File: src/rtl/timer_pkg.sv
// Shared definitions for the timer_counter slice: FSM states, register offsets,
// CTRL field positions and MODE encodings.
package timer_pkg;

  typedef enum logic [1:0] {
    ST_IDLE = 2'd0,
    ST_LOAD = 2'd1,
    ST_CNT  = 2'd2,
    ST_INT  = 2'd3
  } state_e;

  localparam logic [1:0] OFF_CTRL   = 2'd0;
  localparam logic [1:0] OFF_PRESET = 2'd1;
  localparam logic [1:0] OFF_COUNT  = 2'd2;
  localparam logic [1:0] OFF_STATUS = 2'd3;

  localparam int CTRL_EN      = 0;
  localparam int CTRL_MODE_LO = 1;
  localparam int CTRL_MODE_HI = 2;
  localparam int CTRL_IM      = 3;
  localparam int CTRL_W       = 4;

  localparam logic [1:0] MODE_ONESHOT = 2'd0;
  localparam logic [1:0] MODE_RELOAD  = 2'd1;

  // Only MODE 1 reloads; the unused encodings fall back to one-shot.
  function automatic logic is_reload(input logic [1:0] mode);
    return mode == MODE_RELOAD;
  endfunction

endpackage

File: src/rtl/timer_csr.sv
// Register decode, write logic and read mux for the timer window.
// With TIMER_STATUS_REG_EN defined, writes to offset 0xC raise status_wr.
module timer_csr
  import timer_pkg::*;
#(
  parameter logic [31:0] PRESET_RST = 32'h0
) (
  input  logic              clk,
  input  logic              reset,
  input  logic [1:0]        addr,
  input  logic              we,
  input  logic [31:0]       wdata,
  input  logic              hw_en_clr,
  input  logic [31:0]       count,
  input  logic [31:0]       status,
  output logic [31:0]       rdata,
  output logic [CTRL_W-1:0] ctrl,
  output logic [31:0]       preset,
  output logic              ctrl_wr,
  output logic              status_wr
);

  logic [CTRL_W-1:0] ctrl_q, ctrl_d;
  logic [31:0]       preset_q, preset_d;

  always_comb begin
    ctrl_wr = we && (addr == OFF_CTRL);
`ifdef TIMER_STATUS_REG_EN
    status_wr = we && (addr == OFF_STATUS);
`else
    status_wr = 1'b0;
`endif
    ctrl_d   = ctrl_q;
    preset_d = preset_q;
    // A CPU write to CTRL overrides the one-shot hardware EN clear entirely.
    if (ctrl_wr) begin
      ctrl_d = wdata[CTRL_W-1:0];
    end else if (hw_en_clr) begin
      ctrl_d[CTRL_EN] = 1'b0;
    end
    if (we && (addr == OFF_PRESET)) begin
      preset_d = wdata;
    end
  end

  always_ff @(posedge clk or negedge reset) begin
    if (!reset) begin
      ctrl_q   <= '0;
      preset_q <= PRESET_RST;
    end else begin
      ctrl_q   <= ctrl_d;
      preset_q <= preset_d;
    end
  end

  always_comb begin
    rdata = '0;
    case (addr)
      OFF_CTRL:   rdata = {{(32-CTRL_W){1'b0}}, ctrl_q};
      OFF_PRESET: rdata = preset_q;
      OFF_COUNT:  rdata = count;
      OFF_STATUS: rdata = status;
      default:    rdata = '0;
    endcase
  end

  assign ctrl   = ctrl_q;
  assign preset = preset_q;

endmodule

File: src/rtl/timer_counter.sv
// Memory-mapped 32-bit down-counting timer with one-shot and auto-reload modes.
// Optional status register at 0xC is enabled by defining TIMER_STATUS_REG_EN.
module timer_counter
  import timer_pkg::*;
#(
  parameter logic [31:0] PRESET_RST = 32'h0
) (
  input  logic        clk,
  input  logic        reset,
  input  logic [1:0]  addr,
  input  logic        we,
  input  logic [31:0] wdata,
  output logic [31:0] rdata,
  output logic        irq
);

  state_e            state_q, state_d;
  logic [31:0]       count_q, count_d;
  logic              irq_flag_q, irq_flag_d;
  logic              flag_set, flag_hw_clr, hw_en_clr;
  logic [CTRL_W-1:0] ctrl;
  logic [31:0]       preset;
  logic [31:0]       status;
  logic              ctrl_wr, status_wr;
  logic              en, im;
  logic [1:0]        mode;

  assign en   = ctrl[CTRL_EN];
  assign mode = ctrl[CTRL_MODE_HI:CTRL_MODE_LO];
  assign im   = ctrl[CTRL_IM];

`ifdef TIMER_STATUS_REG_EN
  assign status = {27'b0, irq_flag_q, 2'b00, state_q};
`else
  assign status = '0;
`endif

  timer_csr #(
    .PRESET_RST(PRESET_RST)
  ) u_csr (
    .clk      (clk),
    .reset    (reset),
    .addr     (addr),
    .we       (we),
    .wdata    (wdata),
    .hw_en_clr(hw_en_clr),
    .count    (count_q),
    .status   (status),
    .rdata    (rdata),
    .ctrl     (ctrl),
    .preset   (preset),
    .ctrl_wr  (ctrl_wr),
    .status_wr(status_wr)
  );

  always_comb begin
    state_d     = state_q;
    count_d     = count_q;
    flag_set    = 1'b0;
    flag_hw_clr = 1'b0;
    hw_en_clr   = 1'b0;
    case (state_q)
      ST_IDLE: begin
        if (en) state_d = ST_LOAD;
      end
      ST_LOAD: begin
        count_d = preset;
        // A zero preset has nothing to count, so it expires straight from LOAD.
        if (preset == 32'd0) begin
          flag_set = 1'b1;
          state_d  = ST_INT;
        end else begin
          state_d = ST_CNT;
        end
      end
      ST_CNT: begin
        if (!en) begin
          state_d = ST_IDLE;
        end else if (count_q > 32'd1) begin
          count_d = count_q - 32'd1;
        end else begin
          count_d  = '0;
          flag_set = 1'b1;
          state_d  = ST_INT;
        end
      end
      ST_INT: begin
        if (is_reload(mode)) begin
          flag_hw_clr = 1'b1;
          state_d     = ST_LOAD;
        end else begin
          hw_en_clr = 1'b1;
          state_d   = ST_IDLE;
        end
      end
      default: state_d = ST_IDLE;
    endcase
  end

  // Setting the flag wins over any clear arriving in the same cycle.
  always_comb begin
    irq_flag_d = irq_flag_q;
    if (flag_hw_clr || ctrl_wr || status_wr) irq_flag_d = 1'b0;
    if (flag_set) irq_flag_d = 1'b1;
  end

  always_ff @(posedge clk or negedge reset) begin
    if (!reset) begin
      state_q    <= ST_IDLE;
      count_q    <= '0;
      irq_flag_q <= 1'b0;
    end else begin
      state_q    <= state_d;
      count_q    <= count_d;
      irq_flag_q <= irq_flag_d;
    end
  end

  assign irq = irq_flag_q & im;

endmodule

File: config.mk
export PLATFORM = sky130hd
export DESIGN_NAME = timer_counter
export DESIGN_NICKNAME = d
export VERILOG_FILES = /design/src/rtl/timer_pkg.sv /design/src/rtl/timer_csr.sv /design/src/rtl/timer_counter.sv
export SDC_FILE = /design/constraint.sdc
export NUM_CORES = 1
export LEC_CHECK = 0
export CAP_MARGIN = 20
export CORE_MARGIN = 3
export CORE_UTILIZATION = 50
export CTS_BUF_LIST = sky130_fd_sc_hd__clkbuf_8
export CTS_CLUSTER_SIZE = 25
export DETAILED_ROUTE_END_ITERATION = 8
export DONT_BUFFER_PORTS = 1
export PLACE_DENSITY = 0.62
export SYNTH_ARGS = -nofsm -noshare
export SYNTH_HDL_FRONTEND = slang
export SYNTH_SLANG_ARGS = --single-unit
File: constraint.sdc
create_clock -name clk -period 4.1 [get_ports clk]
set_clock_uncertainty 0.2 [all_clocks]
set_input_delay 0.615 -clock clk [delete_from_list [all_inputs] [get_ports clk]]
set_output_delay 0.615 -clock clk [all_outputs]
set_load 0.1 [all_outputs]
### After elaboration in Yosys (flattened, before gate mapping)

Cells that the tools add are included.

| storage, ports and cells | value |
|---|---|
| register bits after elaboration | 71 |
| bits of input ports | 37 |
| word-level logic and storage cells | 52 |
| memory bits (read-only) | 0 |
| bits in latches | 0 |
| RAM bits | 0 |
| output and inout bits | 33 |
| memories | 0 |

| cells by class | value |
|---|---|
| reduce and logical (&&, ||, !) cells | 11 |
| add/subtract/negate cells | 1 |
| multipliers | 0 |
| equal/unequal tests | 10 |
| bitwise gates (word level) | 1 |
| shift operators | 0 |
| order comparisons | 1 |
| div/mod/pow operators | 0 |
| mux-type cells | 22 |

Operator list:

| operator | count |
|---|---|
| $pmux W32 S4 | 1 |
| $mux W32 | 2 |
| $pmux W32 S2 | 1 |
| $gt A32 B1 Y1 const B | 1 |
| $logic_not A32 Y1 | 1 |
| $sub A32 B1 Y32 const B | 1 |
| $mux W1 | 13 |
| $eq A2 B2 Y1 const B | 4 |
| $pmux W2 S4 | 1 |
| $eq A2 B1 Y1 const B | 3 |
| $mux W2 | 3 |
| $reduce_bool A2 Y1 | 3 |
| $logic_not A2 Y1 | 2 |
| $ne A2 B1 Y1 const B | 2 |
| $reduce_and A2 Y1 | 2 |
| $ne A3 B3 Y1 const B | 1 |
| $logic_and A1 B1 Y1 | 2 |
| $pmux W1 S2 | 1 |
| $and A1 B1 Y1 | 1 |
| $logic_or A1 B1 Y1 | 1 |

### Logic depth before layout (Yosys ltp)

Gate-level depths: netlist of run 1.

| logic depth | value |
|---|---|
| word-level depth | 6 |
| mapped depth | 9 |
| depth with buffers taken out | 7 |

### By module

A second synthesis of run 1 with hierarchy kept.

| second synthesis, totals | value |
|---|---|
| cell total of the unflattened synthesis | 442 |
| area total of the unflattened synthesis | 4728.3 um^2 |

By module, submodules not included:

| module | instances | cells each | seq. area each (um^2) | area an instance (um^2) |
|---|---|---|---|---|
| timer_counter | 1 | 290 | 875.8 | 2469.9 |
| timer_csr | 1 | 152 | 900.9 | 2258.4 |

### Least setup slack after synthesis of run 1

No wires, ideal clock.

| path | value |
|---|---|
| kind | input to output |
| start point | input addr[1] |
| end point | output rdata[0] |
| setup slack | 0.186 ns |
| data arrival time | 3.099 ns |
| stages on the path | 3 |
| required time | 3.285 ns |
| path buffers | 1 |
| path through | clkbuf_1 > mux2i_1 > o21ai_0 |

| between the ends | value |
|---|---|
| cells in the longest elaborated chain, start to end | 2 |
| elaborated cells on any way between the ends | 5 |
| classes of those cells | eq/ne (3); mux (1); reduce/logical (1) |

Ends and longest elaborated chain:

| what | RTL line | source |
|---|---|---|
| start, declared | timer_counter.sv:10 | `input logic [1:0] addr,` |
| $eq A2 B2 Y1 (tied with other cells) | timer_csr.sv:58 | `case (addr)` |
| $pmux W32 S4 * | timer_csr.sv:58 |  |
| end, declared | timer_counter.sv:13 | `output logic [31:0] rdata,` |

Mark *: on every way between the ends. The rest lies on a longest branch, timed or not.

### Final worst setup path of run 1

| path | value |
|---|---|
| start point | register count_q[24] |
| end point | register count_q[29] |

| between the ends | value |
|---|---|
| cells in the longest elaborated chain, start to end | 4 |
| elaborated cells on any way between the ends | 5 |
| classes of those cells | add/sub (1); order compare (1); mux (3) |

Ends and longest elaborated chain:

| what | RTL line | source |
|---|---|---|
| start, declared | timer_counter.sv:18 | `logic [31:0] count_q, count_d;` |
| start signal, assigned | timer_counter.sv:114 | `count_q <= count_d;` |
| $sub A32 B1 Y32 / $gt A32 B1 Y1 (equally long branches) | timer_counter.sv:80, timer_counter.sv:79 |  |
| $mux W32 * | timer_counter.sv:79 | `end else if (count_q > 32'd1) begin` |
| $mux W32 * | timer_counter.sv:77 | `if (!en) begin` |
| $pmux W32 S2 * | timer_counter.sv:62 | `case (state_q)` |

Mark *: on every way between the ends. The rest lies on a longest branch, timed or not. The select of a mux whose other input is x is not followed.
A chain may end at the register's enable or synchronous reset.

==> results.md, run 1 <==
* Reg2reg end: count_q[29]$_DFFE_PN0P_
* Synth Area in Simple Gates at 18.99%
* Max Root-Sink Buffers at 2
* Adder-Cell Fraction of Synth Area at around 2.1%
* Remaining DRCs at 0
* Design area at roughly 0.0047 mm^2
* H-tree depth at 3
* Synthesized area at 0.004130 mm^2
* Placement Cell Area at between 0.004 and 0.005 mm^2
* Total Wirelength at 11700 um
* Final Critical Period at roughly 3.2 ns
* P_leak at slightly below 0.002 uW
* CP Launch Type: flop
* Setup-failing EPs final at 0
* Crit-path max FO at 19
* Overflow after GRT at 0
* Share of cells above drive strength 1 at between 20% and 30%
* Worst slew margin at a little over a quarter
* Setup TNS at 0 ns
* Slew @ Worst Pin at approximately 1.1 ns
* EDFF count, synth at 0
* TritonCTS buffer count at 9
* Syn_nets at approximately 460
* Ports at 70
* Final Hold Viols at 0
* Global-route wire length before repair at 19380 um
* Main combinational cell family by area after synthesis: compound AO/OA/AOI/OAI gates
* IO Port Bufs at 0
* Clock power frac at 16.0%
* CP cell instances: or4_1, nor4_4, a31o_1, nor2_1, a221o_1
* Initial antenna violation count at 0
* Share of the synthesized area in the top cell type at between 40% and 50%
* Crit-path max cell delay at ~0.8 ns
* Largest net degree at the start of global routing at 72
* Pwr Total at around 3600 uW
* Core Box Area at 0.007888 mm^2
* CTS clk-pin slew, worst paths at roughly 0.08 ns
* Hold Path End: u_csr.ctrl[1]$_DFFE_PN0P_
* Row cnt at 32
* Switching Power at approximately 1800 uW
* Root Buffer: clkbuf_8
* Routed Antenna Nets at 0
* P_int at around 1800 uW
* Setup Fix Bufs, Post-CTS at 0
* Slowest CP cell: a31o_1
* Worst hold start: wdata[1]
* Initial drt markers at around 290
* Worst skew pair latency at between 0.3 and 0.4 ns
* Layout Nets at between 400 and 500
* Drt via density at between 6 and 7
* Mux share of post-synthesis cell area at roughly a tenth
* Main flop type after synthesis: dfrtp_1
* R2R Path Start: count_q[24]$_DFFE_PN0P_
* Layout area overhead at 12.63%
* Mapped Avg Cell Area at between 9 and 10 um^2
* Final core occ at 58.98%
* Synth area leader: dfrtp_1
* Cell Pwr Density at around 770 mW/mm^2
* DIE HEIGHT at a little under 100 um
* Antenna Cells at 0
* Xor/xnor share of the synthesized area at 0%
* WL per Instance at 21.63 um
* Clock Sink Count at approximately 70
* CP endpoint kind: flop
* Top post-synthesis cells by area: dfrtp_1 (43%), mux2_2 (9.3%), a22o_1 (6.4%), nand3_1 (2.9%), nand2_1 (2.7%)
* Max-Cap Viols at 0
* Post-synth ARST share at between 90% and 100%
* Count of cell types in the netlist at 49
* FF+latch count, synth at 71
* DP HPWL at between 7000 and 8000 um
* CP arrival at 3.19 ns
* Worst endpoint required time at 4.13 ns
* Hold path depth at 2
* PostCTS Resize Cnt at 0
* Reg2Reg Depth at 5
* Synthesized instance count at approximately 420
* Synth Area in Compound Gates at between 20% and 30%
* Sequential share of the synthesized area at a little over two fifths
* Net Sw Frac at 49.05%
* CTS tree: built
* Fin crit share at 77.09%
* Ys Warns at 0
* Worst vdd ir at about 0.37 mV
* Worst hold path class: input pin to flop
* Sequential Power Share at about 36%
* Vias at 3701
* Initial Util at 52.36%
* All-layer global routing usage at roughly a quarter
* WS Path Type: flop to flop
* Comb pwr share at 47.9%
* Vias in the first global route at 3649
* Placer Congestion at roughly 0.95
* R2r setup slk at between 0.9 and 1 ns
* RSZ-0062 raised after global routing: no
* DRT Pass-1 Iters at 5
* Layout filler cell count at 686
* Outcome: complete, no violations
* Slew Limit Fails at 0
* Die area at 0.009387 mm^2
* Maximum clock frequency at roughly 0.32 GHz
* Die X-Extent at 96.89 um
## layout by cell type, fill, tap and decap left out, types with 6 or more instances in the layout
cell	synthesis	routed
a22o_1	30	30
nand4_1	9	9
o211ai_1	6	6
ha_1	7	7
o21ai_0	16	12
or3_1	6	6
dfrtp_1	71	71
nor3_1	9	9
buf_4	0	39
a22oi_1	13	13
nand2b_1	6	6
nor2_1	14	14
nand3_1	24	24
nor4_1	16	16
a21oi_1	17	17
nand2_1	30	30
clkbuf_8	0	11
mux2_2	34	34
inv_1	8	9
## flip-flops by register name, indices dropped and copies added, names as in the netlist
name	cells
irq_flag_q	1
count_q	32
u_csr.preset	32
u_csr.ctrl	4
state_q	2
## worst max path at each step
stage,startpoint,cells past startpoint,endpoint,slack (ns)
floorplan,addr[1],3,rdata[0],0.19
global placement,count_q[24]$_DFFE_PN0P_,5,count_q[29]$_DFFE_PN0P_,1.07
detailed placement,count_q[24]$_DFFE_PN0P_,5,count_q[29]$_DFFE_PN0P_,0.97
CTS,count_q[24]$_DFFE_PN0P_,5,count_q[29]$_DFFE_PN0P_,0.97
global route,count_q[24]$_DFFE_PN0P_,5,count_q[29]$_DFFE_PN0P_,0.80
finish,count_q[24]$_DFFE_PN0P_,5,count_q[29]$_DFFE_PN0P_,0.94
## final cells by class
class                   instances  area, um^2  share of cell area (%)
repair buffers                 41       330.3                   7.101
clock inverters                 4       46.29                  0.9952
flip-flops and latches         71        1777                   38.19
well taps                     102       127.6                   2.743
multi-input cells             304        2190                   47.07
clock buffers                  11       151.4                   3.254
inverters                       8       30.03                  0.6455
## Yosys cell counts, drive strengths merged (6+ instances only)
library cell,instances
buf,10
clkbuf,25
a22o,30
inv,8
a22oi,13
nand3,24
nand2,30
ha,7
o211ai,6
or3,6
mux2,34
a21oi,17
nand2b,6
dfrtp,71
nor2,14
nand4,9
nor3,9
o21ai,17
nor4,18
## worst max-delay path: cells and delay by family (launching register included)
kind / cells / cell delay, ns
DFF: 1 / 0.44
and+or+nand+nor: 3 / 1.29
AOI/OAI and AO/OA: 2 / 1.13
## per-stage QoR
stage | std cells | hold slack (ns) | setup WS (ns)
detailed placement | 524 | 0.1210 | 0.9651
global placement | 524 | 0.1219 | 1.074
CTS | 541 | 0.1691 | 0.9651
finish | 541 | 0.1861 | 0.9392
floorplan | 418 | 0.1194 | 0.1858
global route | 541 | 0.1871 | 0.8049
## power by group through the flow
stage | logic, uW | clock network (uW) | registers, uW
6_report | 1720 | 575 | 1300
5_1_grt | 1850 | 618 | 1340
4_1_cts | 1710 | 589 | 1290
3_5_place_dp | 1690 | 0 | 1300
3_3_place_gp | 1660 | 0 | 1290
2_1_floorplan | 1400 | 0 | 1160
## cell families (layout without fill, tap and decap cells)
kind of cell | Yosys count | in the layout
simple gates | 141 | 141
flops | 71 | 71
compound gates | 118 | 118
fa+ha+maj | 7 | 7
buf+inv | 43 | 64
mux | 38 | 38
## routing by layer
layer	up-vias	global-route usage, %	part of all wire (%)
li1	1642	-	-
met1	1848	36.25	45
met2	190	38.59	46
met3	21	5.335	7.4
met4	0	8.423	1.6
met5	-	0	0
## timing repair
action                     in CTS  in global routing
hold buffers                    2                  0
hold endpoints to repair       71                  0
setup endpoints to repair       0                  0
Power figures use the tool's default switching activity.
==> run 2: changes to the inputs <==
clock period = 3.1 ns   (was 4.1 ns; I/O delays follow)
==> run 2 against run 1 <==
Compared with the run above:
- cell count is 2.6% higher
- global-route usage decreased by 0.32 points
- core utilization is 1.1 points higher
- largest cell class unchanged
==> results.md, run 2 (same netlist as run 1, synthesis figures left out) <==
* Slew @ Worst Pin at 0.8104 ns (-0.2941 ns)
* Commonest cells after routing, fill and taps aside: dfrtp_1 (71), buf_4 (52), mux2_2 (34)
* H-tree depth at 3 (unchanged)
* Total Wirelength at 11560 um (-1.2%)
* Largest net degree at the start of global routing at 72 (unchanged)
* Layout area overhead at 14.81%
* Worst setup path startpoint: count_q[24]$_DFFE_PN0P_
* Worst endpoint required time at 3.13 ns (-1.00 ns)
* Initial Util at 52.36% (unchanged)
* Layout Nets at 492 (+2.7%)
* Worst skew pair latency at 0.35 ns (about the same)
* Global-route wire length before repair at 19350 um (-0.14%)
* Die X-Extent at 96.89 um (unchanged)
* Overflow after GRT at 0 (unchanged)
* Core Box Area at 0.007888 mm^2 (unchanged)
* Clock Sink Count at 71 (unchanged)
* Ports at 70 (unchanged)
* IO Port Bufs at 0 (unchanged)
* Initial drt markers at 323 (+13%)
* PostCTS Resize Cnt at 0 (unchanged)
* CTS clk-pin slew, worst paths at 0.08 ns (about the same)
* Outcome: complete, no violations
* Setup TNS at 0 ns (unchanged)
* Fin crit share at 83.94% (+6.8 points)
* Vias at 3646 (-1.5%)
* Max-Cap Viols at 0 (unchanged)
* RSZ-0062 raised after global routing: no
* WS Path Type: flop to flop
* Max Root-Sink Buffers at 2 (unchanged)
* DP HPWL at 8036 um (+0.54%)
* Crit path max-delay family: simple AND/OR/NAND/NOR gates
* DRT Pass-1 Iters at 5 (unchanged)
* Row cnt at 32 (unchanged)
* Slew Limit Fails at 0 (unchanged)
* CP endpoint kind: flop
* P_leak at 0.001997 uW (+3.7%)
* Vias in the first global route at 3718 (+1.9%)
* Non-filler instance count after layout at 555 (+2.6%)
* CP Launch Type: flop
* Share of cells above drive strength 1 at 24.94% (+2.2 points)
* Crit path top cell by count: nand3_1
* Cell Pwr Density at 1010 mW/mm^2 (+31%)
* Worst slew margin at 45.86% (+19 points)
* Maximum clock frequency at 0.3843 GHz (+21%)
* Commonest non-fill, non-tap cell in the layout: dfrtp_1
* Worst hold start: wdata[1]
* Final Critical Period at 2.602 ns (-0.5587 ns)
* CP arrival at 2.63 ns (-0.56 ns)
* Root Buffer: clkbuf_8
* R2R Path Start: count_q[24]$_DFFE_PN0P_
* DIE HEIGHT at 96.89 um (unchanged)
* Drt via density at 6.569 (-4.0%)
* Setup-failing EPs final at 0 (unchanged)
* Crit-path max FO at 7 (-12)
* # placed instances at 537 (+2.5%)
* CTS tree: built
* Routed Antenna Nets at 0 (unchanged)
* Layout filler cell count at 679 (-1.0%)
* WL per Instance at 20.83 um (-3.7%)
* All-layer global routing usage at 25.11% (-0.32 points)
* Worst hold path class: input pin to flop
* Final Hold Viols at 0 (unchanged)
* Crit-path max cell delay at 0.70 ns (-0.08 ns)
* Placer Congestion at 0.9483 (about the same)
* TritonCTS buffer count at 9 (unchanged)
* Setup Fix Bufs, Post-CTS at 0 (unchanged)
* Pwr Total at 4791 uW (+33%)
* Die area at 0.009387 mm^2 (unchanged)
* Final core occ at 60.12% (+1.1 points)
* Slowest CP cell: or4_1
* Worst vdd ir at 0.4241 mV (+16%)
* CP cell instances: or4_1, nor4_4, buf_4, nand3_1, or3b_2, nand3_1
* Remaining DRCs at 0 (unchanged)
* Antenna Cells at 0 (unchanged)
* Initial antenna violation count at 0 (unchanged)
* Worst path bufs/invs at 1 (+1)
run 2: cell count changes in the layout (fill, tap and decap cells not counted), sizes merged:
cell      before  now
inv            9   10
clkinvlp       1    0
clkbuf        11   10
buf           40   53
clkinv         1    3
run 2: per-layer routing:
layer | GRT usage [%] | vias up | routed length [um]
met4 | 5.940 | 0 | 172
met2 | 39.60 | 146 | 5425
li1 | - | 1662 | -
met3 | 5.984 | 21 | 761
met5 | 0 | - | 0
met1 | 35.13 | 1817 | 5200
run 2: final cells by class:
class                   instances  area [um^2]  area share, %
well taps                     102        127.6          2.691
flip-flops and latches         71         1777          37.47
repair buffers                 54        427.9          9.024
clock buffers                  10        137.6          2.902
multi-input cells             304         2190          46.17
inverters                       8        30.03         0.6332
clock inverters                 6        52.55          1.108
run 2: final timing paths:
kind,end,slack (ns),cells past startpoint
setup / recovery,count_q[25]$_DFFE_PN0P_,0.50,6
setup reg to reg,count_q[25]$_DFFE_PN0P_,0.50,6
min in group asynchronous,state_q[0]$_DFFE_PN0P_,0.46,2
hold reg to reg,irq_flag_q$_DFFE_PN0P_,0.31,1
max in group asynchronous,u_csr.preset[22]$_DFFE_PN0P_,1.94,2
hold / removal,u_csr.ctrl[1]$_DFFE_PN0P_,0.03,2
run 2: where the power goes:
part / switching [uW] / internal [uW]
clock: 365 / 384
sequential: 470 / 1240
combinational: 1510 / 815
run 2: worst register-to-register path, stage by stage, from the launching register on:
cell and delay [ns]:
dfrtp_1 0.44, or4_1 0.70, nor4_4 0.33, buf_4 0.19, nand3_1 0.26, or3b_2 0.30, nand3_1 0.08
run 2: repair_timing:
action,in CTS,in global routing
endpoints found under the hold margin,71,0
hold buffers,2,0
setup endpoints to repair,0,0
run 2: metrics by stage:
step                      hold slack, ns  setup slack [ns]  instance area, um^2
after global routing             0.01775            0.2686                 4742
final                            0.03242            0.4978                 4742
after detailed placement        -0.02865            0.5512                 4514
after floorplan                 -0.03059            0.1622                 4130
after global placement          -0.02823            0.5869                 4514
after CTS                        0.01840            0.5254                 4742
==> run 3: changes to the inputs <==
PLACE_DENSITY = 0.65   (was 0.62)
clock period = 2.15 ns   (was 3.1 ns; I/O delays follow)
==> run 3 against run 2 <==
Compared with the run above:
- clock-buffer cell count is 1 higher
- combinational power increased by 130%
- the flow now finishes with violations (hold timing, setup timing)
- core utilization rose by 20 points
- sequential power is 28% higher
- worst setup slack worse by 0.71 ns
- power rose by 84%
- critical path depth stayed put
==> results.md, run 3 (same netlist as run 1, synthesis figures left out) <==
* Layout Nets at 592 (+20%)
* Largest net degree at the start of global routing at 72 (unchanged)
* Crit-path max FO at 5 (-2)
* Initial Util at 52.36% (unchanged)
* CTS Hold Bufs at 32 (+30)
* Crit path max-delay family: simple AND/OR/NAND/NOR gates
* Worst endpoint required time at 2.19 ns (-0.94 ns)
* Overflow after GRT at 0 (unchanged)
* H-tree depth at 3 (unchanged)
* Setup-failing EPs final at 33 (+33)
* Crit-path max cell delay at 0.57 ns (-0.13 ns)
* Routed Antenna Nets at 0 (unchanged)
* Placer Congestion at 0.8956 (-5.6%)
* Final Hold Viols at 71 (+71)
* Outcome: finished, violations left
* Clock power frac at 14.0% (-1.6 points)
* Commonest non-fill, non-tap cell in the layout: buf_4
* WL per Instance at 21.78 um (+4.6%)
* Worst slew margin at 68.64% (+23 points)
* Failing checks: hold timing, setup timing
* Max-Cap Viols at 0 (unchanged)
* Row cnt at 32 (unchanged)
* Remaining DRCs at 0 (unchanged)
* Ports at 70 (unchanged)
* Max Root-Sink Buffers at 2 (unchanged)
* Slew @ Worst Pin at 0.4661 ns (-0.3442 ns)
* Sequential Power Share at 24.9% (-11 points)
* TritonCTS buffer count at 9 (unchanged)
* Fin crit share at 110.0% (+26 points)
* # placed instances at 597 (+11%)
* Share of cells above drive strength 1 at 46.11% (+21 points)
* WS Path Type: flop to flop
* Net Sw Frac at 45.66% (-3.3 points)
* Worst hold slack at -0.5371 ns (-0.5695 ns)
* DIE HEIGHT at 96.89 um (unchanged)
* Slowest CP cell: or4_4
* Die X-Extent at 96.89 um (unchanged)
* Root Buffer: clkbuf_8
* CP endpoint kind: flop
* IO Port Bufs at 0 (unchanged)
* All-layer global routing usage at 29.32% (+4.2 points)
* CP cell instances: or4_4, nor4_4, buf_4, a21oi_1, o311a_1, a221o_1
* Worst skew pair latency at 0.35 ns (about the same)
* CTS clk-pin slew, worst paths at 0.08 ns (about the same)
* Non-filler instance count after layout at 655 (+18%)
* Global-route wire length before repair at 22140 um (+14%)
* Switching Power at 4020 uW (+71%)
* Die area at 0.009387 mm^2 (unchanged)
* Layout area overhead at 52.95%
* Slew Limit Fails at 0 (unchanged)
* Worst vdd ir at 0.7833 mV (+85%)
* Setup WS post-layout at -0.2152 ns (-0.7131 ns)
* Initial drt markers at 350 (+8.4%)
* Commonest cells after routing, fill and taps aside: buf_4 (92), dfrtp_1 (70), mux2_2 (34)
* RSZ-0062 raised after global routing: yes
* Vias at 4195 (+15%)
* DRT Pass-1 Iters at 5 (unchanged)
* Vias in the first global route at 4189 (+13%)
* CP Launch Type: flop
* Maximum clock frequency at 0.4228 GHz (+10%)
* CTS tree: built
* Core Box Area at 0.007888 mm^2 (unchanged)
* Worst path bufs/invs at 1 (unchanged)
* Antenna Cells at 0 (unchanged)
* Pwr Total at 8802 uW (+84%)
* Clock Sink Count at 71 (unchanged)
* CP arrival at 2.40 ns (-0.23 ns)
* Initial antenna violation count at 0 (unchanged)
* Comb pwr share at 61.1% (+13 points)
* Cell Pwr Density at 1393 mW/mm^2 (+38%)
* Worst hold path class: input pin to async pin
* P_int at 4783 uW (+96%)
* P_leak at 0.002714 uW (+36%)
* Final Critical Period at 2.365 ns (-0.2369 ns)
* DP HPWL at 9104 um (+13%)
* Drt via density at 6.405 (-2.5%)
* Total Wirelength at 14270 um (+23%)
## run 3: cell count changes in the layout (fill, tap and decap cells not counted), moves of 17 or more
cell	delta
dlygate4sd3_1	+31
a22o_4	+17
buf_4	+40
a22o_1	-28
buf_12	+18
## run 3: repair_timing
action / in CTS / in global routing
buffers inserted: 4 / 8
pin swaps: 15 / 17
setup endpoints to repair: 35 / 35
hold endpoints to repair: 107 / 71
resized for setup: 29 / 44
## run 3: power groups by stage
stage          clock, uW  combinational, uW  sequential (uW)
3_3_place_gp           0               4530             2170
2_1_floorplan          0               2840             2260
3_5_place_dp           0               4600             2180
6_report            1240               5380             2190
4_1_cts             1240               4870             2170
5_1_grt             1290               5670             2250
## run 3: stage by stage
step                hold WS (ns)  setup slack [ns]  instance area (um^2)  TNS (ns)  utilization (%)
floorplan                -0.1731           -0.2540                  4355    -3.741                -
global placement         -0.1707           -0.1598                  5374    -2.159            68.13
detailed placement       -0.1702           -0.2252                  5374    -3.235            68.13
CTS                      -0.5446           -0.1587                  6073    -1.179            77.00
global route             -0.5530           -0.2888                  6317    -5.261            80.09
finish                   -0.5371           -0.2152                  6317    -3.469            80.09
## run 3: path summary, 6_finish.rpt
path | from | endpoint | slack [ns] | depth (start not counted)
max | count_q[27]$_DFFE_PN0P_ | count_q[29]$_DFFE_PN0P_ | -0.22 | 6
min | reset | u_csr.preset[27]$_DFFE_PN0P_ | -0.54 | 0
max reg2reg | count_q[27]$_DFFE_PN0P_ | count_q[29]$_DFFE_PN0P_ | -0.22 | 6
min reg2reg | irq_flag_q$_DFFE_PN0P_ | irq_flag_q$_DFFE_PN0P_ | 0.36 | 1
max in group asynchronous | reset | count_q[19]$_DFFE_PN0P_ | 2.17 | 0
min in group clk | addr[1] | u_csr.ctrl[1]$_DFFE_PN0P_ | 0.12 | 4
## run 3: worst register-to-register path: stages (launching register included)
cell and delay [ns]:
dfrtp_1 0.39, or4_4 0.57, nor4_4 0.30, buf_4 0.19
a21oi_1 0.05, o311a_1 0.29, a221o_1 0.26
## run 3: layout make-up
class	count	area, um^2
sequential	71	1778
timing repair buffer	154	1510
multi-input combinational	304	2648
clock buffer	11	151.4
inverter	8	30.03
tap	102	127.6
fill	470	1570
clock inverter	5	72.57
## run 3: layer usage
layer  part of all wire [%]  track usage (%)
met5                      0                0
met4                    2.4            10.80
met3                    6.7            4.470
met2                     50            47.98
met1                     41            39.40
